<file path="config.mk">
export PLATFORM = sky130hd
export DESIGN_NAME = stream_demux
export DESIGN_NICKNAME = d
export VERILOG_FILES = /design/src/rtl/stream_demux.sv
export SDC_FILE = /design/constraint.sdc
export NUM_CORES = 1
export LEC_CHECK = 0
export CORE_AREA = 8 8 84 71
export CTS_CLUSTER_DIAMETER = 30
export DETAILED_ROUTE_END_ITERATION = 8
export DIE_AREA = 0 0 92 79
export GPL_ROUTABILITY_DRIVEN = 0
export PLACE_DENSITY = 0.71
export SYNTH_ARGS = -nofsm -noshare
export SYNTH_HDL_FRONTEND = slang
export SYNTH_SLANG_ARGS = --single-unit
</file>
<file path="constraint.sdc">
create_clock -name clk -period 4.3 [get_ports clk]
set_input_delay 0.645 -clock clk [delete_from_list [all_inputs] [get_ports clk]]
set_output_delay 0.645 -clock clk [all_outputs]
set_load 0.05 [all_outputs]
</file>
<file path="src/rtl/stream_demux.sv">
// stream_demux: routes one input stream to N single-entry output channels,
// with broadcast to all channels and counting of out-of-range selects.
module stream_demux #(
   parameter int WIDTH = 8,
   parameter int N     = 4,
   parameter int SELW  = 2
)(
   input  logic                 clk,
   input  logic                 rst_n,
   input  logic                 in_valid,
   output logic                 in_ready,
   input  logic [WIDTH-1:0]     in_data,
   input  logic [SELW-1:0]      in_sel,
   input  logic                 in_bcast,
   output logic [N-1:0]         out_valid,
   input  logic [N-1:0]         out_ready,
   output logic [N*WIDTH-1:0]   out_data,
   output logic [7:0]           drop_cnt
);
   logic [N-1:0]     r_full;
   logic [WIDTH-1:0] r_data [N];
   logic [7:0]       r_drop;
   logic [N-1:0]     w_free;
   logic [N-1:0]     w_tgt;
   logic [N-1:0]     w_load;
   logic             w_oor;
   logic             w_acc;

   // Target mask is all ones for broadcast and empty for an out-of-range select.
   always_comb begin
      w_tgt = '0;
      for (int i = 0; i < N; i++) w_tgt[i] = in_bcast | (in_sel == SELW'(i));
   end

   assign w_free   = ~r_full | out_ready;
   assign w_oor    = !in_bcast && (int'(in_sel) >= N);
   assign in_ready = rst_n && (in_bcast ? &w_free : (w_oor || |(w_tgt & w_free)));
   assign w_acc    = in_valid && in_ready;
   assign w_load   = w_acc ? w_tgt : '0;

   always_ff @(posedge clk) begin
      if (!rst_n) begin
         r_full <= '0;
         r_drop <= '0;
         for (int i = 0; i < N; i++) r_data[i] <= '0;
      end else begin
         for (int i = 0; i < N; i++) begin
            if (w_load[i]) begin
               r_full[i] <= 1'b1;
               r_data[i] <= in_data;
            end else if (out_ready[i]) begin
               r_full[i] <= 1'b0;
            end
         end
         if (w_acc && w_oor && r_drop != 8'hFF) r_drop <= r_drop + 8'd1;
      end
   end

   for (genvar k = 0; k < N; k++) begin : g_out
      assign out_data[k*WIDTH +: WIDTH] = r_data[k];
   end

   assign out_valid = r_full;
   assign drop_cnt  = r_drop;
endmodule
</file>
==> flow_summary.toml, run 1 <==
[timing]
tightest_slew_ns = 0.902
final.setup.tns_ns = 0
setup_slack_ns = 1.08
hold_violations = 0
setup_viol = 0
fmax_mhz = 311
clock-skew-final_ns = 0.00915
slew_violations = 0
rsz0062_at_grt = "false"
fin_crit_sh_pct = 74.8
slew_headroom_pct = 39.2
min_period_ns = 3.22

[logic_synthesis]
yosysWarnings = 0
ys_async_sr_fraction_pct = 0
synth-seq-cells = 36
synth.most_common_cell = "edfxtp_1"
synth_edf_count = 32
syn-instance-count = 132
synth_cell_type_count = 27
synth_top_area_share_pct = 53.8
syn_area_um2 = 1790
ys.flop_type = "edfxtp_1"
yosys-top-cells-area = "edfxtp_1, nor4_2, nor4_1"
synth-seq-area-share_pct = 58.3
synth_area_leader_cell = "edfxtp_1"
ys_top_cells_by_count = "edfxtp_1, nor4_2, nor4_1"
avgSynthCellArea_um2 = 13.5

[clock_network]
ctsHoldBuffers = 0
cts_buffers = 5
root_buffer = "clkbuf_8"
clk_latency_ns = 0.28
cts_num_sinks = 36
tritoncts = "yes"
cts-resized-gates = 0
cts.clk_slew.worst_paths_ns = 0.07
cts_buffer_depth = 2
cts_setup_buffers = 0
cts_max_level = 2

[global_routing]
grtUsageTotal_pct = 11.2
grt_max_degree = 40
grt_pass1_wl_um = 6430
grt_pass1_vias = 1229
antenna_found_initial = 0
globalRoute.totalOverflow = 0

[floorplan]
core_um2 = 4720
dieArea_um2 = 7270
die-width_um = 92
row_count = 23
fp.dieH_um = 79
start_util_pct = 37.9
io_pins = 63

[detailed_routing]
routed_via_density = 5.00
vias = 1234
wl_per_cell_um = 16.6
final_antenna_net_count = 0
drcViolationCount = 0
dr.first_iter.drc_count = 90
drt-total-wl_um = 4110
drt_pass1_iterations = 4

[pwr]
p_total_uw = 929
powerDensity_nw_per_um2 = 386
peakVddDrop_mv = 0.137
power_leakage_uw = 0.000845

[cells_and_area]
fill_cells = 426
nets = 203
multi_input_area_um2 = 603
antenna_cells = 0
syn2layout_area_growth_pct = 34.8
ff_latch_area_um2 = 1040
final_area_um2 = 2410
drive_gt1_share_pct = 20.0

[run]
maxCapViolCount = 0

[setup_path]
cp-start-kind = "input port"
cp-startpoint = "out_ready[0]"
worstSetupPathType = "in -> out"
cp.required_ns = 3.65
r2r_start = "out_valid[0]"
worstPathMaxFanout = 39
endpoint_kind = "primary output"
arrival_ns = 2.57

[worst_hold_path]
hp-start = "out_valid[0]"
holdCritPathClass = "reg -> reg"

[place]
pre_cts_ws_ns = 0.999
io_buffer_count = 54
hpwl_um = 3140
placed_area_um2 = 2310

[status]
status = "completed"
## placed cells by master, fill, tap and decap left out, drive strengths merged, types with 2 or more instances in the layout
master | synthesis | final
nand2 | 9 | 9
nor3 | 2 | 2
nor2 | 3 | 3
clkdlybuf4s50 | 0 | 53
nand2b | 3 | 3
conb | 1 | 8
nor4 | 32 | 32
clkbuf | 0 | 7
and2 | 2 | 2
edfxtp | 32 | 32
a21oi | 2 | 2
inv | 2 | 2
nor2b | 5 | 5
dfxtp | 4 | 4
buf | 21 | 7
o31ai | 5 | 5
o21a | 2 | 2
## state kept, by name (all words and copies together) (netlist names)
register	cells
r_data	32
out_valid	4
## metal layers
| layer | global-route usage [%] | share of wire, % |
|---|---|---|
| met1 | 13.1 | 44 |
| met2 | 19.0 | 47 |
| met3 | 3.95 | 7.2 |
| met4 | 2.89 | 1.1 |
| met5 | 0 | 0 |
## kinds of logic after synthesis
logic type             synth area share (%)
AOI/OAI and AO/OA                      6.37
buffers and inverters                  9.52
DFF                                    58.3
other                                 0.210
and+or+nand+nor                        25.6
## power breakdown
part           internal (uW)  switching, uW
Combinational           79.2            184
Sequential               412           8.30
Clock                    142            103
Total                    634            295
## worst paths after layout
path	endpoint	slack [ns]	cells past startpoint
setup reg to reg	r_data[0][5]	1.71	3
setup / recovery	in_ready	1.08	5
hold / removal	out_valid[0]	0.64	3
hold reg to reg	out_valid[0]	0.64	3
## layout make-up
class	count	area share (%)
clock buffers	7	4.00
inverters	2	0.312
multi-input cells	80	25.0
flip-flops and latches	36	43.2
well taps	62	3.22
repair buffers	60	24.2
## through the flow
step	std cells	util, %	hold WS, ns
global placement	240	49.0	0.629
floorplan	139	-	0.832
finish	247	51.0	0.642
CTS	247	51.0	0.644
global route	247	51.0	0.694
detailed placement	240	49.0	0.626
## worst max-delay path, cell delays in order
cell             delay (ns)
clkdlybuf4s50_1        0.47
nor2b_1                0.06
o41a_2                 0.83
nor3b_2                0.31
buf_4                  0.24
(Power assumes the default switching activity.)
==> run 2: changes to the inputs <==
- PLACE_DENSITY: 0.71 -> 0.74
- clock period: 4.3 -> 2.65 ns (I/O delays scaled with it)
==> run 2 against run 1 <==
  * Cell area is 2.2% higher
  * Combinational power is 67% higher
  * Setup slack worse by 0.82 ns
  * Die area stayed put
  * Core utilization is 1.1 points higher
  * Critical path depth is 1 higher
  * Wire length hardly changed
  * Clock skew is 0.0021 ns lower
  * First-iteration DRC count is 18% lower
  * Sequential power is 62% higher
  * Worst hold slack worse by 0.010 ns
  * Critical endpoint unchanged
  * Largest cell class unchanged
  * Largest power group unchanged
==> flow_summary.toml, run 2 (synthesis results as in run 1) <==
[status]
status = "completed"

[global_routing]
antenna_found_initial = 0
grt_pass1_vias = 1254
globalRoute.totalOverflow = 0
met3_usage_pct = 4.71
grt_max_degree = 24
use_met2_pct = 16.7
grt_pass1_wl_um = 6430
grtUsageMet1_pct = 14.5
busiest_layer = "met2"
grtUsageTotal_pct = 11.4

[timing]
min_period_ns = 2.39
slew_headroom_pct = 66.0
slew_violations = 0
tightest_slew_ns = 0.509
clock-skew-final_ns = 0.00705
hold_violations = 0
final.setup.tns_ns = 0
fmax_mhz = 419
setup_slack_ns = 0.264
setup_viol = 0
rsz0062_at_grt = "false"
fin_crit_sh_pct = 90.1

[detailed_routing]
drt-total-wl_um = 4100
wl_per_cell_um = 16.0
drt_pass1_iterations = 4
routed_via_density = 4.88
drcViolationCount = 0
vias = 1255
final_antenna_net_count = 0
dr.first_iter.drc_count = 74

[clock_network]
cts-resized-gates = 0
cts_max_level = 2
cts_setup_buffers = 0
root_buffer = "clkbuf_8"
cts.clk_slew.worst_paths_ns = 0.07
tritoncts = "yes"
ctsHoldBuffers = 0
cts_buffers = 5
cts_buffer_depth = 2
cts_num_sinks = 36
clk_latency_ns = 0.28

[floorplan]
io_pins = 63
row_count = 23
core_um2 = 4720
fp.dieH_um = 79
dieArea_um2 = 7270
die-width_um = 92
start_util_pct = 37.9

[place]
placed_area_um2 = 2380
hpwl_um = 3160
io_buffer_count = 54
dp_cells = 249
pre_cts_ws_ns = 0.226

[setup_path]
worstSetupPathType = "in -> out"
endpoint_kind = "primary output"
arrival_ns = 1.99
r2r_start = "out_valid[0]"
cp-start-kind = "input port"
cp-startpoint = "in_sel[0]"
cp.required_ns = 2.25
worstPathMaxFanout = 9

[worst_hold_path]
holdCritPathClass = "reg -> reg"
hp-start = "out_valid[0]"

[cells_and_area]
nets = 212
largest_register_ffs = 32
fin_cells = 257
syn2layout_area_growth_pct = 37.7
drive_gt1_share_pct = 23.1
final_cell_mix = "clkdlybuf4s50_1, edfxtp_1, nor4_2"
final_common_cell = "clkdlybuf4s50_1"
largest-register = "r_data"
final_area_um2 = 2460
antenna_cells = 0

[run]
maxCapViolCount = 0

[pwr]
powerDensity_nw_per_um2 = 601
peakVddDrop_mv = 0.272
power_leakage_uw = 0.000883
p_total_uw = 1480
run 2: cell type report:
class | count | area (um^2)
tap | 62 | 77.6
multi-input combinational | 80 | 603
clock buffer | 7 | 76.3
clock inverter | 1 | 5.00
timing repair buffer | 69 | 651
fill | 418 | 2260
sequential | 36 | 1040
inverter | 2 | 7.51
run 2: report_power, final:
group / internal (uW) / switching, uW
clock network: 184 / 176
registers: 668 / 13.9
logic: 139 / 299
run 2: worst paths after layout:
path                       end  slack [ns]  cells past startpoint
setup / recovery      in_ready        0.26                      6
hold / removal    out_valid[0]        0.63                      3
setup reg to reg  r_data[3][6]        0.70                      5
hold reg to reg   out_valid[0]        0.63                      3
run 2: per-layer routing:
layer	share of wire, %	up-vias
li1	-	614
met4	1.5	0
met2	42	56
met5	0	-
met3	7.8	4
met1	49	581
run 2: worst max-delay path, stage by stage:
cell and delay, ns:
clkdlybuf4s50_1 0.51, nor2_1 0.08, a221oi_1 0.29, o211a_1 0.40
nor3b_2 0.10, buf_4 0.20
run 2: stage by stage:
step           util [%]  hold WS [ns]
6_report           52.1         0.632
5_1_grt            52.1         0.671
4_1_cts            52.1         0.631
3_5_place_dp       50.4         0.610
3_3_place_gp       50.4         0.627
2_1_floorplan         -         0.584
==> run 3: changes to the inputs <==
- HOLD_SLACK_MARGIN: default -> 0.08
==> results of run 3 <==
Same layout as run 2: the final DEF is identical, and so are final timing and power.
